--- config.mk ---
export PLATFORM = sky130hd
export DESIGN_NAME = rfphoenix_mc_wb_queue
export DESIGN_NICKNAME = d
export VERILOG_FILES = /design/src/rtl/rfphoenix_mc_wb_queue.sv
export SDC_FILE = /design/constraint.sdc
export NUM_CORES = 1
export LEC_CHECK = 0
export CAP_MARGIN = 5
export CORE_AREA = 2 2 193 148
export DETAILED_ROUTE_END_ITERATION = 8
export DIE_AREA = 0 0 195 150
export HOLD_SLACK_MARGIN = 0.03
export PLACE_DENSITY = 0.77
export SLEW_MARGIN = 20
export SYNTH_ARGS = -nofsm -noshare
export SYNTH_HDL_FRONTEND = slang
export SYNTH_SLANG_ARGS = --single-unit
--- constraint.sdc ---
create_clock -name clk -period 4.1 [get_ports clk]
set_input_delay 0.615 -clock clk [delete_from_list [all_inputs] [get_ports clk]]
set_output_delay 0.615 -clock clk [all_outputs]
set_load 0.1 [all_outputs]
--- src/rtl/rfphoenix_mc_wb_queue.sv ---
// rfphoenix_mc_wb_queue: merges single-cycle and multi-cycle FP results onto one register-file write port
module rfphoenix_mc_wb_queue #(
    parameter int WID   = 32,
    parameter int RIDW  = 4,
    parameter int DEPTH = 8
) (
    input  logic            clk,
    input  logic            rst,
    input  logic            mc_issue,
    input  logic            mc_valid,
    input  logic [RIDW-1:0] mc_rid,
    input  logic [WID-1:0]  mc_res,
    input  logic            sc_valid,
    input  logic [RIDW-1:0] sc_rid,
    input  logic [WID-1:0]  sc_res,
    output logic            wr_en,
    output logic [RIDW-1:0] wr_rid,
    output logic [WID-1:0]  wr_res,
    output logic            mc_issue_ok,
    output logic            ovf
);
    localparam int AW = $clog2(DEPTH);
    localparam logic [AW:0] ONE = 1;
    localparam logic [AW:0] FULL = DEPTH;
    localparam logic [AW+1:0] LIMIT = DEPTH;

    logic [RIDW+WID-1:0] mem_q [DEPTH];
    logic [AW-1:0]       rd_q, wr_q;
    logic [AW:0]         cnt_q, cnt_d, infl_q, infl_d;
    logic                wr_en_q, wr_en_d, ovf_q, empty, full, pop, byp, push, drop;
    logic [RIDW-1:0]     wr_rid_q;
    logic [WID-1:0]      wr_res_q;
    logic [RIDW+WID-1:0] sel;

    // Arbitration: SC first, then the FIFO head, then an MC bypass when nothing is queued
    always_comb begin
        empty   = cnt_q == '0;
        full    = cnt_q == FULL;
        pop     = !sc_valid && !empty;
        byp     = !sc_valid && empty && mc_valid;
        push    = mc_valid && !byp && (!full || pop);
        drop    = mc_valid && !byp && full && !pop;
        wr_en_d = sc_valid || pop || byp;
        cnt_d   = cnt_q + (push ? ONE : '0) - (pop ? ONE : '0);
        infl_d  = (mc_issue && !mc_valid) ? infl_q + ONE :
                  (mc_valid && !mc_issue && infl_q != '0) ? infl_q - ONE : infl_q;
        sel     = sc_valid ? {sc_rid, sc_res} : pop ? mem_q[rd_q] : {mc_rid, mc_res};
    end

    // Queue pointers, credit counter, sticky overflow and the registered write port
    always_ff @(posedge clk) begin
        if (rst) begin
            rd_q     <= '0;
            wr_q     <= '0;
            cnt_q    <= '0;
            infl_q   <= '0;
            ovf_q    <= 1'b0;
            wr_en_q  <= 1'b0;
            wr_rid_q <= '0;
            wr_res_q <= '0;
        end else begin
            rd_q    <= rd_q + (pop ? AW'(1) : AW'(0));
            wr_q    <= wr_q + (push ? AW'(1) : AW'(0));
            cnt_q   <= cnt_d;
            infl_q  <= infl_d;
            ovf_q   <= ovf_q || drop;
            wr_en_q <= wr_en_d;
            if (wr_en_d) {wr_rid_q, wr_res_q} <= sel;
        end
    end

    // FIFO storage needs no reset; only the pointers define what is valid
    always_ff @(posedge clk) begin
        if (push) mem_q[wr_q] <= {mc_rid, mc_res};
    end

    assign mc_issue_ok = ({1'b0, cnt_q} + {1'b0, infl_q}) < LIMIT;
    assign wr_en       = wr_en_q;
    assign wr_rid      = wr_rid_q;
    assign wr_res      = wr_res_q;
    assign ovf         = ovf_q;
endmodule

==> results of run 1 <==
-- per-stage QoR --
stage,hold slack [ns],setup WS [ns]
2_1_floorplan,0.5093,0.06540
3_3_place_gp,0.4823,1.345
3_5_place_dp,0.4764,1.313
4_1_cts,0.4970,1.075
5_1_grt,0.5375,1.004
6_report,0.4916,1.111
-- cell families after synthesis --
logic type	share of synthesized area
muxes	0.1191
xor gates and xnor gates	0.003739
buffers and inverters	0.02324
AOI/OAI and AO/OA	0.08173
adders and majority gates	0.01531
and+or+nand+nor	0.06740
DFF	0.6895
-- critical path: stages, from the launching register on --
cell and delay (ns):
dfxtp_1 0.55, ha_1 0.30, a31o_2 0.25, a2111oi_2 0.36
buf_4 0.35
-- worst max path at each step --
stage | endpoint | cells after the start
CTS | mc_issue_ok | 4
detailed placement | infl_q[3]$_SDFFE_PP0P_ | 8
finish | mc_issue_ok | 4
floorplan | mem_q[0][0]$_DFFE_PP_ | 5
global route | mc_issue_ok | 4
global placement | infl_q[3]$_SDFFE_PP0P_ | 8
-- state kept, by name, indices dropped and copies added (netlist names) --
register and flops:
wr_q 3, rd_q 3, wr_res 32, wr_rid 4
wr_en 1, mem_q 288, cnt_q 4, infl_q 4
ovf 1
-- area by class of cell --
class	count	area (um^2)
Fill cell	1968	10730
Sequential cell	340	9694
Multi-Input combinational cell	418	4105
Timing Repair Buffer	142	1374
Clock buffer	40	859.6
Tap cell	357	446.7
Clock inverter	18	230.2
Inverter	4	15.01
-- power groups by stage --
stage	Combinational [mW]	Sequential (mW)	Clock (mW)
2_1_floorplan	1.57	5.13	0
6_report	3.11	4.33	3.01
3_3_place_gp	3.05	4.39	0
4_1_cts	3.13	4.34	3.06
3_5_place_dp	3.10	4.40	0
5_1_grt	3.29	4.36	3.19
-- routing by layer --
metal	global-route usage	vias up	share of wire
met5	0	-	0
met4	0.04504	0	0.014
met3	0.03538	39	0.075
met2	0.3264	317	0.46
met1	0.3133	3925	0.45
li1	-	3470	-
-- placed cells by master (no fill, tap or decap), types with 3 or more instances in the layout --
cell type	count
nor3_1	3
a22o_1	3
edfxtp_1	288
a31oi_1	23
nor2_1	14
buf_2	3
a21oi_1	4
clkbuf_16	31
clkinv_1	4
clkdlybuf4s50_1	111
nand2b_1	28
clkbuf_8	5
mux4_2	26
a22oi_1	72
clkinvlp_4	4
clkbuf_1	4
nor2_4	25
nand2_1	16
nor2b_1	8
buf_4	25
xnor2_1	6
ha_1	14
mux2_2	13
nor3_2	22
buf_12	3
clkinv_2	3
inv_1	4
mux2i_1	93
bufinv_16	5
dfxtp_1	50
a22o_4	20
==> impl_metrics.json, run 1 <==
{
  "status": "complete, no violations",
  "ir_drop_uv": 411.3,
  "p_leak_nw": 5.460,
  "synth-main-ff-cell": "edfxtp_1",
  "ys_ff_latch": 340,
  "insertion_delay_ns": 0.56,
  "yosysMostFrequentCell": "edfxtp_1",
  "final_area_um2": 16720,
  "dr.pass1.iters": 6,
  "cts_resized": 0,
  "io_buffers": 115,
  "r2r-start": "cnt_q[2]$_SDFF_PP0_",
  "grt_overflow_total": 0,
  "arrival_ns": 2.37,
  "rows": 53,
  "seq_power_share": 0.414,
  "grt_max_degree": 78,
  "dpl-instance-area_um2": 15630,
  "clock_path_buffers": 3,
  "crit_fanout": 7,
  "drive_above_1_share": 0.2110,
  "finalClockSkew_ns": 0.01567,
  "grt_pass1_wl_um": 46620,
  "coreArea_um2": 27450,
  "p_int_mw": 6.999,
  "ant_nets": 0,
  "drtIter0Drc": 747,
  "endpoint_kind": "output pin",
  "min_path_type": "reg -> reg",
  "finalNonFillerCells": 1319,
  "critPathKind": "reg -> out",
  "dieArea_um2": 29250,
  "slew_headroom": 0.2104,
  "hold_depth": 2,
  "total_power_mw": 10.45,
  "min-delay-start": "ovf$_SDFF_PP0_",
  "die_w_um": 195,
  "synth_area_um2": 14050,
  "gp_congestion": 0.7655,
  "p_per_area_nw_per_um2": 625.0,
  "cts_buffers": 31,
  "yosys_warnings": 0,
  "drc": 0,
  "ys_top_cells_by_area": "edfxtp_1, dfxtp_1, mux2i_1",
  "avgSynthCellArea_um2": 17.35,
  "postCtsSetupBuffers": 0,
  "syn_inst": 810,
  "grt_pass1_vias": 7945,
  "cts_tree": "yes",
  "synth_top_area_cell": "edfxtp_1",
  "routed_wl_um": 30390,
  "antennaDiodeCount": 0,
  "placed_cells": 1261,
  "timing.rr.end": "mem_q[6][21]$_DFFE_PP_",
  "hold_viol": 0,
  "drv_slew": 0,
  "rsz0062_at_grt": "no",
  "hold_path_end": "ovf$_SDFF_PP0_",
  "synth_top_area_frac": 0.6154,
  "hold_buffers": 0,
  "cts.sinks": 340,
  "via_per_inst": 5.876,
  "min_period_ns": 2.989,
  "start_kind": "register",
  "r2r_slack_ns": 1.38,
  "h-tree-depth": 1,
  "initial_core_util": 0.5119,
  "pwr-share-comb": 0.297,
  "critPathRequiredTime_ns": 3.48,
  "antenna_found_initial": 0,
  "synth_edf_count": 288,
  "synth_nets": 903,
  "grt_usage": 0.2097,
  "dr_total_vias": 7751,
  "synth_commonest_cells": "edfxtp_1, mux2i_1, a22oi_1, dfxtp_1",
  "clk_pin_slew_ns": 0.07,
  "synth.distinct_cells": 49,
  "timing.fmax_ghz": 0.3346,
  "io_pins": 116,
  "worst_pin_slew_ns": 1.184,
  "critPathLaunch": "cnt_q[1]$_SDFF_PP0_",
  "fin_crit_sh": 0.7289,
  "area_delta_synth_final_pct": 19.01,
  "seq_area_frac_synth": 0.6895,
  "p_switching_mw": 3.454,
  "clkPwrFrac": 0.288,
  "maxCapViolations": 0,
  "setup_violations": 0,
  "utilization": 0.6092,
  "synthArstFlopShare": 0,
  "wl_per_cell_um": 23.04,
  "setup_tns_ns": 0,
  "dp_hpwl_um": 18190,
  "reg2reg_depth": 8,
  "die_h_um": 150,
  "switching_share": 0.3304,
  "clk_root_buffer_cell": "clkbuf_16",
  "nNetsFinal": 1030
}
(Power assumes the default switching activity.)
==> run 2: changes to the inputs <==
==> constraint.sdc (replaced) <==
create_clock -name clk -period 2.5 [get_ports clk]
set_input_delay 0.375 -clock clk [delete_from_list [all_inputs] [get_ports clk]]
set_output_delay 0.375 -clock clk [all_outputs]
set_load 0.1 [all_outputs]
==> run 2 against run 1 <==
Clock power up 71%. Power up 67%. Hold slack worse by 0.23 ns. Largest power group unchanged.
==> impl_metrics.json, run 2 (synthesis results as in run 1) <==
{
  "status": "complete, no violations",
  "p_switching_mw": 5.730,
  "clk_root_buffer_cell": "clkbuf_16",
  "critPathRequiredTime_ns": 2.12,
  "area_delta_synth_final_pct": 20.47,
  "h-tree-depth": 2,
  "critPathKind": "reg -> out",
  "pwr-share-comb": 0.296,
  "dpl-instance-area_um2": 15760,
  "io_pins": 116,
  "seq_power_share": 0.409,
  "initial_core_util": 0.5119,
  "p_leak_nw": 5.639,
  "cts_tree": "yes",
  "grt_pass1_wl_um": 46840,
  "routed_wl_um": 30550,
  "p_per_area_nw_per_um2": 1031,
  "grt_overflow_total": 0,
  "dr_total_vias": 7801,
  "drc": 0,
  "insertion_delay_ns": 0.52,
  "maxCapViolations": 0,
  "fin_crit_sh": 0.9572,
  "clock_path_buffers": 3,
  "io_buffers": 115,
  "largest_register": "mem_q",
  "worst_pin_slew_ns": 0.6854,
  "die_h_um": 150,
  "ant_nets": 0,
  "finalClockSkew_ns": 0.01652,
  "drive_above_1_share": 0.2605,
  "arrival_ns": 2.02,
  "r2r-start": "cnt_q[2]$_SDFF_PP0_",
  "endpoint_kind": "output pin",
  "final_cell_mix": "edfxtp_1, mux2i_1, clkdlybuf4s50_1",
  "grt_max_degree": 42,
  "die_w_um": 195,
  "critPathLaunch": "cnt_q[1]$_SDFF_PP0_",
  "multi_input_area_um2": 4131,
  "setup_violations": 0,
  "gp_congestion": 0.7682,
  "min-delay-start": "rst",
  "total_power_mw": 17.46,
  "min_period_ns": 2.393,
  "hold_buffers": 0,
  "p_int_mw": 11.73,
  "grt_pass1_vias": 8077,
  "cts_buffers": 34,
  "layout_commonest_cell": "edfxtp_1",
  "dr.pass1.iters": 5,
  "rsz0062_at_grt": "no",
  "coreArea_um2": 27450,
  "clkPwrFrac": 0.295,
  "drtIter0Drc": 695,
  "antenna_found_initial": 1,
  "final_area_um2": 16930,
  "crit_fanout": 7,
  "slew_headroom": 0.5410,
  "hold_viol": 0,
  "largest_reg_flops": 288,
  "timing.fmax_ghz": 0.4179,
  "rows": 53,
  "cts.sinks": 340,
  "switching_share": 0.3282,
  "via_per_inst": 5.857,
  "seqCellArea_um2": 9699,
  "nNetsFinal": 1042,
  "drv_slew": 0,
  "ir_drop_uv": 694.2,
  "clk_pin_slew_ns": 0.06,
  "antennaDiodeCount": 0,
  "min_path_type": "in -> reg",
  "fillerInstances": 1938,
  "grt_usage": 0.2127,
  "start_kind": "register",
  "dp_hpwl_um": 18750,
  "wl_per_cell_um": 22.94,
  "dieArea_um2": 29250
}
[run 2: changes by cell type in the layout (fill, tap and decap cells not counted), sizes merged]
cell / previous run / this run
clkinvlp: 4 / 2
buf: 31 / 78
bufinv: 5 / 2
inv: 6 / 4
clkdlybuf4s50: 111 / 73
clkbuf: 40 / 51
[run 2: layer usage]
metal,vias to the layer above,wire [um],share of wire,track usage
met3,49,2338,0.077,0.03651
met2,302,13970,0.46,0.3348
met4,2,667,0.022,0.06489
li1,3489,-,-,-
met5,-,13,0.00043,0
met1,3959,13560,0.44,0.3064
[run 2: power groups by stage]
stage          clock network [mW]  logic (mW)  registers (mW)
6_report                     5.16        5.16            7.14
5_1_grt                      5.45        5.47            7.20
4_1_cts                      5.24        5.18            7.15
3_5_place_dp                    0        5.15            7.25
3_3_place_gp                    0        5.06            7.21
2_1_floorplan                   0        2.60            8.41
[run 2: metrics by stage]
| stage | TNS (ns) | setup WS (ns) | utilization | hold WS, ns | cells |
|---|---|---|---|---|---|
| after floorplan | -121.88 | -0.4635 | - | 0.4739 | 810 |
| after global placement | 0 | 0.2408 | 0.5739 | 0.4921 | 1270 |
| after detailed placement | 0 | 0.2154 | 0.5739 | 0.5056 | 1270 |
| after CTS | 0 | 0.02268 | 0.6165 | 0.2365 | 1332 |
| after global routing | 0 | 0.04049 | 0.6167 | 0.2745 | 1332 |
| final | 0 | 0.1070 | 0.6167 | 0.2602 | 1332 |
[run 2: critical path, cell delays in order, from the launching register on]
cell and delay, ns:
dfxtp_4 0.37, ha_1 0.29, a31o_2 0.26, a2111oi_4 0.36, buf_12 0.22
[run 2: final cells by class]
type / count / share of cell area
sequential: 340 / 0.5729
multi-input combinational: 418 / 0.2440
timing repair buffer: 151 / 0.08691
clock buffer: 51 / 0.06260
tap: 357 / 0.02638
clock inverter: 11 / 0.006282
inverter: 4 / 0.0008869
[run 2: what timing repair did]
action | 4_1_cts | 5_1_grt
endpoints found under the hold margin | 0 | 0
gates resized for setup | 2 | 1
buffers inserted | 0 | 0
setup endpoints to repair | 1 | 1
pin swaps | 0 | 1
[run 2: path summary, 6_finish.rpt]
path | endpoint | slack [ns] | cells after the start
min reg2reg | wr_res[18]$_SDFFE_PP0P_ | 0.52 | 2
max reg2reg | cnt_q[1]$_SDFF_PP0_ | 0.24 | 8
max | mc_issue_ok | 0.11 | 4
min | cnt_q[2]$_SDFF_PP0_ | 0.26 | 2
==> run 3: changes to the inputs <==
--- a/config.mk
+++ b/config.mk
@@ -11,7 +11,9 @@
 export DIE_AREA = 0 0 195 150
 export HOLD_SLACK_MARGIN = 0.03
 export PLACE_DENSITY = 0.77
+export SKIP_LAST_GASP = 1
 export SLEW_MARGIN = 20
 export SYNTH_ARGS = -nofsm -noshare
 export SYNTH_HDL_FRONTEND = slang
 export SYNTH_SLANG_ARGS = --single-unit
+export TNS_END_PERCENT = 5
==> results of run 3 <==
The final DEF is identical to that of run 2; final timing and power are the same.
